`config.mk`:
```
export PLATFORM = sky130hd
export DESIGN_NAME = sync_fifo_ctrl
export DESIGN_NICKNAME = d
export VERILOG_FILES = /design/src/rtl/sync_fifo_ctrl.sv
export SDC_FILE = /design/constraint.sdc
export NUM_CORES = 1
export LEC_CHECK = 0
export ABC_AREA = 1
export CORE_MARGIN = 3
export CORE_UTILIZATION = 44
export CTS_BUF_LIST = sky130_fd_sc_hd__clkbuf_8
export CTS_CLUSTER_SIZE = 12
export DETAILED_ROUTE_END_ITERATION = 12
export PLACE_DENSITY = 0.89
export SKIP_CTS_REPAIR_TIMING = 1
export SLEW_MARGIN = 30
export SYNTH_ARGS = -nofsm -noshare
export SYNTH_HDL_FRONTEND = slang
export SYNTH_SLANG_ARGS = --single-unit
```
`constraint.sdc`:
```
create_clock -name clk -period 1.5 [get_ports clk]
set_input_delay 0.225 -clock clk [delete_from_list [all_inputs] [get_ports clk]]
set_output_delay 0.225 -clock clk [all_outputs]
set_load 0.02 [all_outputs]
```
`src/rtl/sync_fifo_ctrl.sv`:
```
`default_nettype none
// +----------------------------------------------------------------------------+
// | Module      : sync_fifo_ctrl                                               |
// | Description : Single-clock FIFO controller that sequences a dual-port RAM  |
// |               (write port A, registered read port B) as a circular buffer. |
// |               Optional sticky overflow/underflow flags: FIFO_ERR_FLAG_EN.  |
// | Revision    : 1.0                                                          |
// +----------------------------------------------------------------------------+
module sync_fifo_ctrl #(
  parameter int ADDRSIZE = 4,
  parameter int AF_LEVEL = 12,
  parameter int AE_LEVEL = 2
) (
  input  logic                clk,
  input  logic                rst_n,
  input  logic                i_wr_en,
  input  logic                i_rd_en,
`ifdef FIFO_ERR_FLAG_EN
  input  logic                i_err_clr,
  output logic                o_ovf_err,
  output logic                o_udf_err,
`endif
  output logic                o_full,
  output logic                o_empty,
  output logic                o_almost_full,
  output logic                o_almost_empty,
  output logic [ADDRSIZE:0]   o_count,
  output logic                o_rd_valid,
  output logic                o_ram_ena,
  output logic                o_ram_wea,
  output logic [ADDRSIZE-1:0] o_ram_addra,
  output logic                o_ram_enb,
  output logic [ADDRSIZE-1:0] o_ram_addrb
);

  localparam logic [ADDRSIZE:0] c_AF_LEVEL = (ADDRSIZE+1)'(AF_LEVEL);
  localparam logic [ADDRSIZE:0] c_AE_LEVEL = (ADDRSIZE+1)'(AE_LEVEL);

  logic [ADDRSIZE:0] r_wptr;
  logic [ADDRSIZE:0] r_rptr;
  logic              r_rd_valid;
  logic [ADDRSIZE:0] w_count;
  logic              w_full;
  logic              w_empty;
  logic              w_wr_acc;
  logic              w_rd_acc;

  // Flags decode from the registered pointers only; the wrap bit separates full from empty.
  assign w_count = r_wptr - r_rptr;
  assign w_empty = (r_wptr == r_rptr);
  assign w_full  = (r_wptr[ADDRSIZE] != r_rptr[ADDRSIZE]) &&
                   (r_wptr[ADDRSIZE-1:0] == r_rptr[ADDRSIZE-1:0]);

  // rst_n gating keeps the RAM strobes quiet while reset is held.
  assign w_wr_acc = i_wr_en & ~w_full & rst_n;
  assign w_rd_acc = i_rd_en & ~w_empty & rst_n;

  always_ff @(posedge clk or negedge rst_n) begin
    if (!rst_n) begin
      r_wptr     <= '0;
      r_rptr     <= '0;
      r_rd_valid <= 1'b0;
    end else begin
      if (w_wr_acc) r_wptr <= r_wptr + 1'b1;
      if (w_rd_acc) r_rptr <= r_rptr + 1'b1;
      r_rd_valid <= w_rd_acc;
    end
  end

`ifdef FIFO_ERR_FLAG_EN
  logic r_ovf_err;
  logic r_udf_err;

  // Set takes priority over a same-cycle clear.
  always_ff @(posedge clk or negedge rst_n) begin
    if (!rst_n) begin
      r_ovf_err <= 1'b0;
      r_udf_err <= 1'b0;
    end else begin
      if (i_wr_en && w_full)   r_ovf_err <= 1'b1;
      else if (i_err_clr)      r_ovf_err <= 1'b0;
      if (i_rd_en && w_empty)  r_udf_err <= 1'b1;
      else if (i_err_clr)      r_udf_err <= 1'b0;
    end
  end

  assign o_ovf_err = r_ovf_err;
  assign o_udf_err = r_udf_err;
`endif

  assign o_full         = w_full;
  assign o_empty        = w_empty;
  assign o_count        = w_count;
  assign o_almost_full  = (w_count >= c_AF_LEVEL);
  assign o_almost_empty = (w_count <= c_AE_LEVEL);
  assign o_rd_valid     = r_rd_valid;
  assign o_ram_ena      = w_wr_acc;
  assign o_ram_wea      = w_wr_acc;
  assign o_ram_addra    = r_wptr[ADDRSIZE-1:0];
  assign o_ram_enb      = w_rd_acc;
  assign o_ram_addrb    = r_rptr[ADDRSIZE-1:0];

endmodule
`default_nettype wire
```
==> summary.md, run 1 <==
| Metric | Value |
|---|---|
| Hpwl dp | `1760 microns` |
| Worst R2R Path Depth | `12` |
| Area after DPL | `0.00133 sq mm` |
| Root buffer cell | `clkbuf_8` |
| Number of flops mapped to enable cells by yosys | `0` |
| Die span in y | `50.7 microns` |
| Vias in the first global route | `888` |
| Syn-to-layout area delta | `78.9%` |
| Main combinational cell family by area after synthesis | `simple AND/OR/NAND/NOR gates` |
| HP Class | `in -> async` |
| Fin nets | `177` |
| Most common cell on crit path | `inv_2` |
| Unrepaired setup endpoints after global routing | `true` |
| CP endpoint kind | `output pin` |
| Util after Layout | `0.872` |
| Cts bufs inserted | `3` |
| Compound-Gate Fraction of Synth Area | `0.0356` |
| ANT cells | `0` |
| Syn Nets | `around 130` |
| FF+latch count, synth | `11` |
| Antenna violations before repair | `0` |
| Initial drt markers | `30` |
| Final Skew | `5.23 ps` |
| Max cap viols | `0` |
| I/O pin total | `25` |
| Chip width | `around 51 microns` |
| Crit path cell chain | `inv_2 > ha_4 > fa_2 > inv_2 > nand3_2 > nand2_1 > nand2_2 > nand3_1 > nor2_4 > buf_6` |
| Startpoint Class | `flip-flop` |
| Ys async rst share | `1.00` |
| Reg clk slew, reported paths | `60 ps` |
| Slowest cell delay on critical path | `380 ps` |
| Failing checks | `negative setup slack` |
| Synth warn | `0` |
| Hold Fails Final Rpt | `0` |
| Avg Inst Size Synth | `7.51 sq um` |
| Final max-slew violation count | `0` |
| Post-route cell area | `0.00157 sq mm` |
| R2r endpoint | `r_rptr[1]` |
| Largest net degree at the start of global routing | `12` |
| First-pass GRT wire length | `~3800 microns` |
| Row count | `15` |
| Post-synthesis sequential area ratio | `0.313` |
| Placed Cells | `178` |
| Core footprint | `about 0.0018 sq mm` |
| Crit path arrival time | `1930 ps` |
| Final Non-Filler Cells | `190` |
| Worst skew pair latency | `240 ps` |
| Aggregate global-route resource usage | `0.203` |
| Synth cell types | `19` |
| Wire per inst | `16.1 microns` |
| Reg2reg setup slack | `-160 ps` |
| Adder-cell area share of the yosys netlist | `0.108` |
| PortBufs | `24` |
| Antenna Nets Post-Route | `0` |
| Full die area | `0.00257 sq mm` |
| Post-synthesis mux area share | `0` |
| Crit path time final | `about 2200 ps` |
| Initial Util | `0.487` |
| Main synth FF type | `dfrtp_1` |
| CTS tree | `done` |
| Max Buffers Root-to-Sink | `2` |
| Crit Path Max Fanout | `2` |
| Cell area after synthesis | `878 sq um` |
| Drt total wl | `3060 microns` |
| R2R Path Start | `r_rptr[1]` |
| Crit path kind | `reg -> out` |
| Share of layout cells above drive strength 1 | `0.515` |
| Slew @ Worst Pin | `284 ps` |
| Total gr overflow | `0` |
| Final setup margin | `-657 ps` |
| Vias | `986` |
| XOR/XNOR Fraction of Synth Area | `0.0698` |
| Fill cell count | `88` |
| Num Clock Sinks | `11` |
| Buf/Inv on CP | `3` |
| Gpl congestion | `0.761` |
| Status | `complete, but fails checks` |
| H-tree depth | `1` |
| Final period util | `1.44` |
| Critical Path Start | `r_wptr[0]` |
| Post-synthesis simple-gate area fraction | `0.315` |
| Fmax | `between 0.4 and 0.5 GHz` |
| Final setup viols | `22` |
| Crit-path leading delay family | `adder cells` |
| Post-Synthesis Cells | `between 100 and 150` |
| Worst slew margin | `0.810` |
| Drt pass-1 iters | `4` |
| Critical Path RT | `1270 ps` |
| Slowest cell on the critical path | `fa_2` |
| DR DRC count | `0` |
| Vias per cell | `5.19` |
-- worst register-to-register path: stages (launching register included) --
cell and delay [ps]:
dfrtp_2 420, buf_6 120, inv_2 60, ha_4 200, nand2_2 80, nor2_4 50, buf_6 110, nand2_4 70
nand2_4 60, buf_4 130, buf_6 120, nand2_1 70, nand2_1 60
-- synth_stat cells (3+ instances only) --
cell type | count | share of area
buf_4 | 9 | 0.077
xor2_1 | 4 | 0.040
inv_1 | 17 | 0.073
dfrtp_1 | 11 | 0.31
nand2_1 | 41 | 0.18
ha_1 | 6 | 0.085
xnor2_1 | 3 | 0.030
nand3_1 | 8 | 0.046
nor2_1 | 3 | 0.013
-- final cells by class --
cell class,instances,area [sq um],area share
clock buffer,3,41.3,0.0263
clock inverter,1,5.00,0.00318
inverter,19,73.8,0.0470
multi-input combinational,78,608,0.387
sequential,11,277,0.176
tap,25,31.3,0.0199
timing repair buffer,53,536,0.341
-- cell usage in the layout (no fill, tap or decap), drive strengths merged --
| master | n |
|---|---|
| nand2 | 45 |
| buf | 40 |
| inv | 19 |
| dfrtp | 11 |
| dlymetal6s2s | 9 |
| nand3 | 8 |
| nor2 | 6 |
| ha | 6 |
| xor2 | 4 |
| clkdlybuf4s50 | 4 |
| clkbuf | 3 |
| xnor2 | 3 |
| a21oi | 2 |
| o21ai | 2 |
| nand3b | 1 |
| fa | 1 |
| clkinv | 1 |
-- through the flow --
stage / TNS (ps) / setup slack [ps] / hold WS [ps]
finish: -5940 / -657 / 430
global route: -7160 / -721 / 423
CTS: -10660 / -1060 / 415
detailed placement: -6550 / -787 / 500
global placement: -5970 / -740 / 494
floorplan: -626 / -263 / -70.6
-- per-layer routing --
layer | vias to the layer above | share of wire | wire length, microns | track usage
li1 | 445 | - | - | -
met1 | 482 | 0.37 | 1120 | 0.206
met2 | 49 | 0.55 | 1670 | 0.370
met3 | 10 | 0.054 | 166 | 0.0742
met4 | 0 | 0.034 | 104 | 0.0852
met5 | - | 0 | 0 | 0
-- sequential cells by signal, summed over array words and instances, names as in the netlist --
name,cells
o_rd_valid,1
r_wptr,5
r_rptr,5
-- cell families (layout without fill, tap and decap cells) --
logic type	after synthesis	after routing
AOI/OAI and AO/OA	4	4
adders and majority gates	7	7
buffers and inverters	28	76
and+or+nand+nor	60	60
xor gates and xnor gates	7	7
DFF	11	11
-- how the worst max path moves through the flow --
stage | end | slack (ps) | cells past startpoint
2_1_floorplan | o_almost_empty | -260 | 7
3_3_place_gp | o_almost_empty | -740 | 7
3_5_place_dp | o_almost_empty | -790 | 7
4_1_cts | o_almost_empty | -1060 | 7
5_1_grt | o_almost_empty | -720 | 10
6_report | o_almost_empty | -660 | 10
Power of run 1 is left out: the tool's default activity adds up to more than one toggle a clock period on the data nets, which glitch-free logic cannot reach.
==> run 2: changes to the inputs <==
==> constraint.sdc (replaced) <==
create_clock -name clk -period 1.9 [get_ports clk]
set_input_delay 0.285 -clock clk [delete_from_list [all_inputs] [get_ports clk]]
set_output_delay 0.285 -clock clk [all_outputs]
set_load 0.05 [all_outputs]
==> run 2 against run 1 <==
Against the previous run:
- the flow still finishes with violations (negative setup slack)
- final cell count decreased by 2.6%
- via count decreased by 7.0%
- first-iteration DRC count decreased by 30%
- worst setup slack improved by 370 ps
- global-route usage increased by 0.33 points
- clock skew decreased by 3.3 ps
- clock-buffer cell count unchanged
- non-clock buffer count decreased by 5
- register-to-register slack improved by 370 ps
- die area unchanged
==> summary.md, run 2 (same netlist as run 1, synthesis figures left out) <==
| Metric | Value |
|---|---|
| First-pass GRT wire length | `4010 microns (+4.5%)` |
| Cts bufs inserted | `3 (unchanged)` |
| Most common cell after layout, fill and taps aside | `nand2_1` |
| Worst slew margin | `0.659 (-0.152)` |
| Core footprint | `0.00180 sq mm (unchanged)` |
| Crit path kind | `reg -> out` |
| Drt total wl | `2800 microns (-8.4%)` |
| Fin nets | `172 (-2.8%)` |
| I/O pin total | `25 (unchanged)` |
| Failing checks | `negative setup slack` |
| Gpl congestion | `0.762 (+0.16%)` |
| Total gr overflow | `0 (unchanged)` |
| Worst skew pair latency | `250 ps (about the same)` |
| Slowest cell on the critical path | `fa_2` |
| Hold_ws | `434 ps (+4.16 ps)` |
| Final setup viols | `7 (-68%)` |
| Crit path arrival time | `1900 ps (-30 ps)` |
| Final setup margin | `-288 ps (+369 ps)` |
| Final max-slew violation count | `0 (unchanged)` |
| Initial drt markers | `21 (-30%)` |
| Crit Path Max Fanout | `2 (unchanged)` |
| Full die area | `0.00257 sq mm (unchanged)` |
| Share of layout cells above drive strength 1 | `0.513 (-0.00265)` |
| Slowest cell delay on critical path | `540 ps (+160 ps)` |
| Syn-to-layout area delta | `77.1%` |
| Antenna Nets Post-Route | `0 (unchanged)` |
| Max Buffers Root-to-Sink | `2 (unchanged)` |
| Largest net degree at the start of global routing | `9 (-3)` |
| Vias in the first global route | `875 (-1.5%)` |
| CP endpoint kind | `output pin` |
| Startpoint Class | `flip-flop` |
| Critical Path RT | `1620 ps (+350 ps)` |
| Crit-path leading delay family | `adder cells` |
| Reg clk slew, reported paths | `60 ps (about the same)` |
| Hold Fails Final Rpt | `0 (unchanged)` |
| Vias | `917 (-7.0%)` |
| Hpwl dp | `1830 microns (+4.0%)` |
| Most common cell on crit path | `nor2_1` |
| Root buffer cell | `clkbuf_8` |
| Vias per cell | `4.96 (-4.5%)` |
| Max cap viols | `0 (unchanged)` |
| DR DRC count | `0 (unchanged)` |
| Chip width | `50.7 microns (unchanged)` |
| Die span in y | `50.7 microns (unchanged)` |
| Slew @ Worst Pin | `510 ps (+227 ps)` |
| Drt pass-1 iters | `4 (unchanged)` |
| Final Skew | `1.91 ps (-3.31 ps)` |
| Antenna violations before repair | `0 (unchanged)` |
| Buf/Inv on CP | `1 (-2)` |
| Num Clock Sinks | `11 (unchanged)` |
| CTS tree | `done` |
| Aggregate global-route resource usage | `0.206 (+0.00325)` |
| Crit path time final | `2190 ps` |
| Row count | `15 (unchanged)` |
| Final period util | `1.15` |
| Initial Util | `0.487 (unchanged)` |
| Setup TNS | `-974 ps (+4960 ps)` |
| Crit path cell chain | `ha_4 > fa_2 > nor2_1 > nor2_1 > nand3_1 > nor2_4 > buf_12` |
| Commonest cells after routing, fill and taps aside | `32 x nand2_1, 27 x buf_4, 12 x buf_12` |
| Fmax | `0.457 GHz` |
| Unrepaired setup endpoints after global routing | `true` |
| Wire per inst | `15.1 microns (-5.9%)` |
| H-tree depth | `1 (unchanged)` |
| Status | `complete, but fails checks` |
| ANT cells | `0 (unchanged)` |
| PortBufs | `24 (unchanged)` |
| HP Class | `in -> async` |
run 2: changes by cell type in the layout (fill, tap and decap cells not counted):
cell,previous run,this run
nand2_2,9,6
nand2_1,29,32
buf_4,18,27
buf_12,0,12
dlymetal6s2s_1,9,0
xnor2_1,2,3
buf_6,22,3
nor2_2,1,0
xnor2_2,1,0
nor2_1,1,2
clkdlybuf4s50_1,4,6
run 2: final timing paths:
check	start	to	slack, ps	cells past startpoint
worst min register to register	r_rptr[4]	r_rptr[4]	530	2
worst max register to register	r_wptr[2]	r_wptr[2]	210	10
worst max-delay path	r_rptr[0]	o_almost_empty	-290	7
min in group clk	r_rptr[4]	r_rptr[4]	530	2
worst min-delay path	rst_n	r_wptr[1]	430	2
max in group asynchronous	rst_n	r_rptr[1]	1300	2
run 2: worst register-to-register path: cells and delay by family, from the launching register on:
family        cells  cell delay, ps
simple gates      6             490
flops             1             420
fa+ha+maj         1             340
buf+inv           3             320
run 2: per-stage QoR:
step | std cells | setup slack (ps) | area, sq um | util
floorplan | 117 | -69.2 | 981 | -
global placement | 166 | 21.0 | 1350 | 0.751
detailed placement | 166 | -37.3 | 1350 | 0.751
CTS | 170 | -336 | 1400 | 0.777
global route | 185 | -366 | 1560 | 0.863
finish | 185 | -288 | 1560 | 0.863
run 2: cell type report:
type | instances | area, sq um
well taps | 25 | 31.3
repair buffers | 48 | 537
inverters | 19 | 73.8
clock inverters | 1 | 5.00
fillers | 94 | 246
multi-input cells | 78 | 591
clock buffers | 3 | 41.3
flip-flops and latches | 11 | 277
run 2: routing by layer:
layer,wire length [microns],up-vias,track usage
li1,-,437,-
met1,1180,438,0.262
met2,1410,36,0.357
met3,171,6,0.0326
met4,43,0,0.0628
met5,0,-,0
Power of run 2 is left out for the same reason.
==> run 3: changes to the inputs <==
SKIP_CTS_REPAIR_TIMING = default   (was 1)
==> run 3 against run 2 <==
Against the previous run:
- the flow still finishes with violations (negative setup slack)
- routed wire length grew 14%
- final cell count shrank 0.54%
- critical endpoint unchanged
- fmax shrank 0.52%
- worst setup slack lost 11 ps
==> summary.md, run 3 (same netlist as run 1, synthesis figures left out) <==
| Metric | Value |
|---|---|
| Final setup margin | `-300 ps (-11.4 ps)` |
| Final Non-Filler Cells | `184 (-0.54%)` |
| First-pass GRT wire length | `4620 microns (+15%)` |
| Crit path capture | `o_almost_empty` |
| Wire per inst | `17.4 microns (+15%)` |
| Max Buffers Root-to-Sink | `2 (unchanged)` |
| Commonest cells after routing, fill and taps aside | `31 x nand2_1, 26 x buf_4, 12 x buf_12` |
| Final setup viols | `9 (+2)` |
| Slowest cell delay on critical path | `540 ps (about the same)` |
| Aggregate global-route resource usage | `0.242 (+0.0355)` |
| Share of layout cells above drive strength 1 | `0.516 (+0.00322)` |
| ANT cells | `0 (unchanged)` |
| Die span in y | `50.7 microns (unchanged)` |
| Root buffer cell | `clkbuf_8` |
| Setup WS pre-CTS | `-37.3 ps (unchanged)` |
| Reg clk slew, reported paths | `60 ps (about the same)` |
| Final max-slew violation count | `0 (unchanged)` |
| PortBufs | `24 (unchanged)` |
| Vias per cell | `5.31 (+7.1%)` |
| Most common cell after layout, fill and taps aside | `nand2_1` |
| Util after Layout | `0.866 (+0.00278)` |
| Reg2reg setup slack | `90 ps (-120 ps)` |
| Crit path arrival time | `1910 ps (about the same)` |
| Fin nets | `171 (-0.58%)` |
| Failing checks | `negative setup slack` |
| Antenna Nets Post-Route | `0 (unchanged)` |
| HP Class | `in -> async` |
| R2r endpoint | `r_wptr[0]` |
| Total gr overflow | `0 (unchanged)` |
| Most common cell on crit path | `nor2_1` |
| DR DRC count | `0 (unchanged)` |
| Slowest cell on the critical path | `fa_2` |
| Max cap viols | `0 (unchanged)` |
| Critical Path RT | `1620 ps (about the same)` |
| Cts bufs inserted | `3 (unchanged)` |
| Crit path time final | `2200 ps (+11.4 ps)` |
| Drt total wl | `3210 microns (+14%)` |
| Full die area | `0.00257 sq mm (unchanged)` |
| Syn-to-layout area delta | `77.6%` |
| Final period util | `1.16 (+0.00601)` |
| Crit path cell chain | `inv_2 > ha_4 > fa_2 > nor2_1 > nor2_1 > nand3_2 > nor2_4 > buf_12` |
| Gpl congestion | `0.762 (unchanged)` |
| Hpwl dp | `1830 microns (unchanged)` |
| Initial drt markers | `38 (+81%)` |
| Crit Path Max Fanout | `2 (unchanged)` |
| Worst slew margin | `0.664 (+0.00540)` |
| CP endpoint kind | `output pin` |
| CTS tree | `done` |
| Drt pass-1 iters | `4 (unchanged)` |
| R2R Path Start | `r_rptr[2]` |
| Setup TNS | `-1270 ps (-292 ps)` |
| Row count | `15 (unchanged)` |
| H-tree depth | `1 (unchanged)` |
| Status | `complete, but fails checks` |
| Worst R2R Path Depth | `11 (+1)` |
| Critical Path Start | `r_wptr[0]` |
| Largest net degree at the start of global routing | `9 (unchanged)` |
| Fmax | `0.455 GHz (-0.52%)` |
| Crit path kind | `reg -> out` |
| Unrepaired setup endpoints after global routing | `true` |
| I/O pin total | `25 (unchanged)` |
| Vias in the first global route | `928 (+6.1%)` |
| Final Skew | `3.58 ps (+1.66 ps)` |
| Vias | `977 (+6.5%)` |
| Hold Fails Final Rpt | `0 (unchanged)` |
| Core footprint | `0.00180 sq mm (unchanged)` |
| Antenna violations before repair | `0 (unchanged)` |
| Num Clock Sinks | `11 (unchanged)` |
| Chip width | `50.7 microns (unchanged)` |
| Placed Cells | `166 (unchanged)` |
| Slew @ Worst Pin | `502 ps (-8.08 ps)` |
| Initial Util | `0.487 (unchanged)` |
| Startpoint Class | `flip-flop` |
| Worst skew pair latency | `240 ps (about the same)` |
## run 3: layer usage
metal	track usage	vias up	part of all wire
met1	0.293	464	0.38
li1	-	432	-
met4	0.108	0	0.056
met2	0.415	63	0.50
met5	0	-	0
met3	0.0415	18	0.070
## run 3: repair_timing
action / 4_1_cts / 5_1_grt
setup buffers: 6 / 8
pin swaps: 9 / 8
hold buffers: 0 / 0
endpoints found under the hold margin: 0 / 0
gates resized for setup: 6 / 10
endpoints found under the setup margin: 7 / 10
## run 3: layout make-up
class / instances / area (sq um)
Multi-Input combinational cell: 78 / 603
Timing Repair Buffer: 47 / 529
Sequential cell: 11 / 277
Fill cell: 93 / 241
Inverter: 19 / 73.8
Clock buffer: 3 / 41.3
Tap cell: 25 / 31.3
Clock inverter: 1 / 5.00
## run 3: worst min path at each step
stage	startpoint	to	depth (start not counted)
floorplan	rst_n	o_rd_valid	0
global placement	r_wptr[4]	r_wptr[4]	2
detailed placement	r_rptr[4]	r_rptr[4]	2
CTS	rst_n	r_wptr[1]	2
global route	rst_n	r_wptr[3]	2
finish	rst_n	r_wptr[3]	2
## run 3: stage by stage
| stage | hold WS [ps] | cell area [sq um] |
|---|---|---|
| 6_report | 442 | 1560 |
| 5_1_grt | 453 | 1560 |
| 4_1_cts | 435 | 1470 |
| 3_5_place_dp | 507 | 1350 |
| 3_3_place_gp | 490 | 1350 |
| 2_1_floorplan | -10.6 | 981 |
## run 3: worst max-delay path: cells and delay by family, from the launching register on
kind | cells | cell delay (ps)
buffers and inverters | 2 | 200
DFF | 1 | 370
and+or+nand+nor | 4 | 390
adders and majority gates | 2 | 700
Power of run 3 is left out for the same reason.
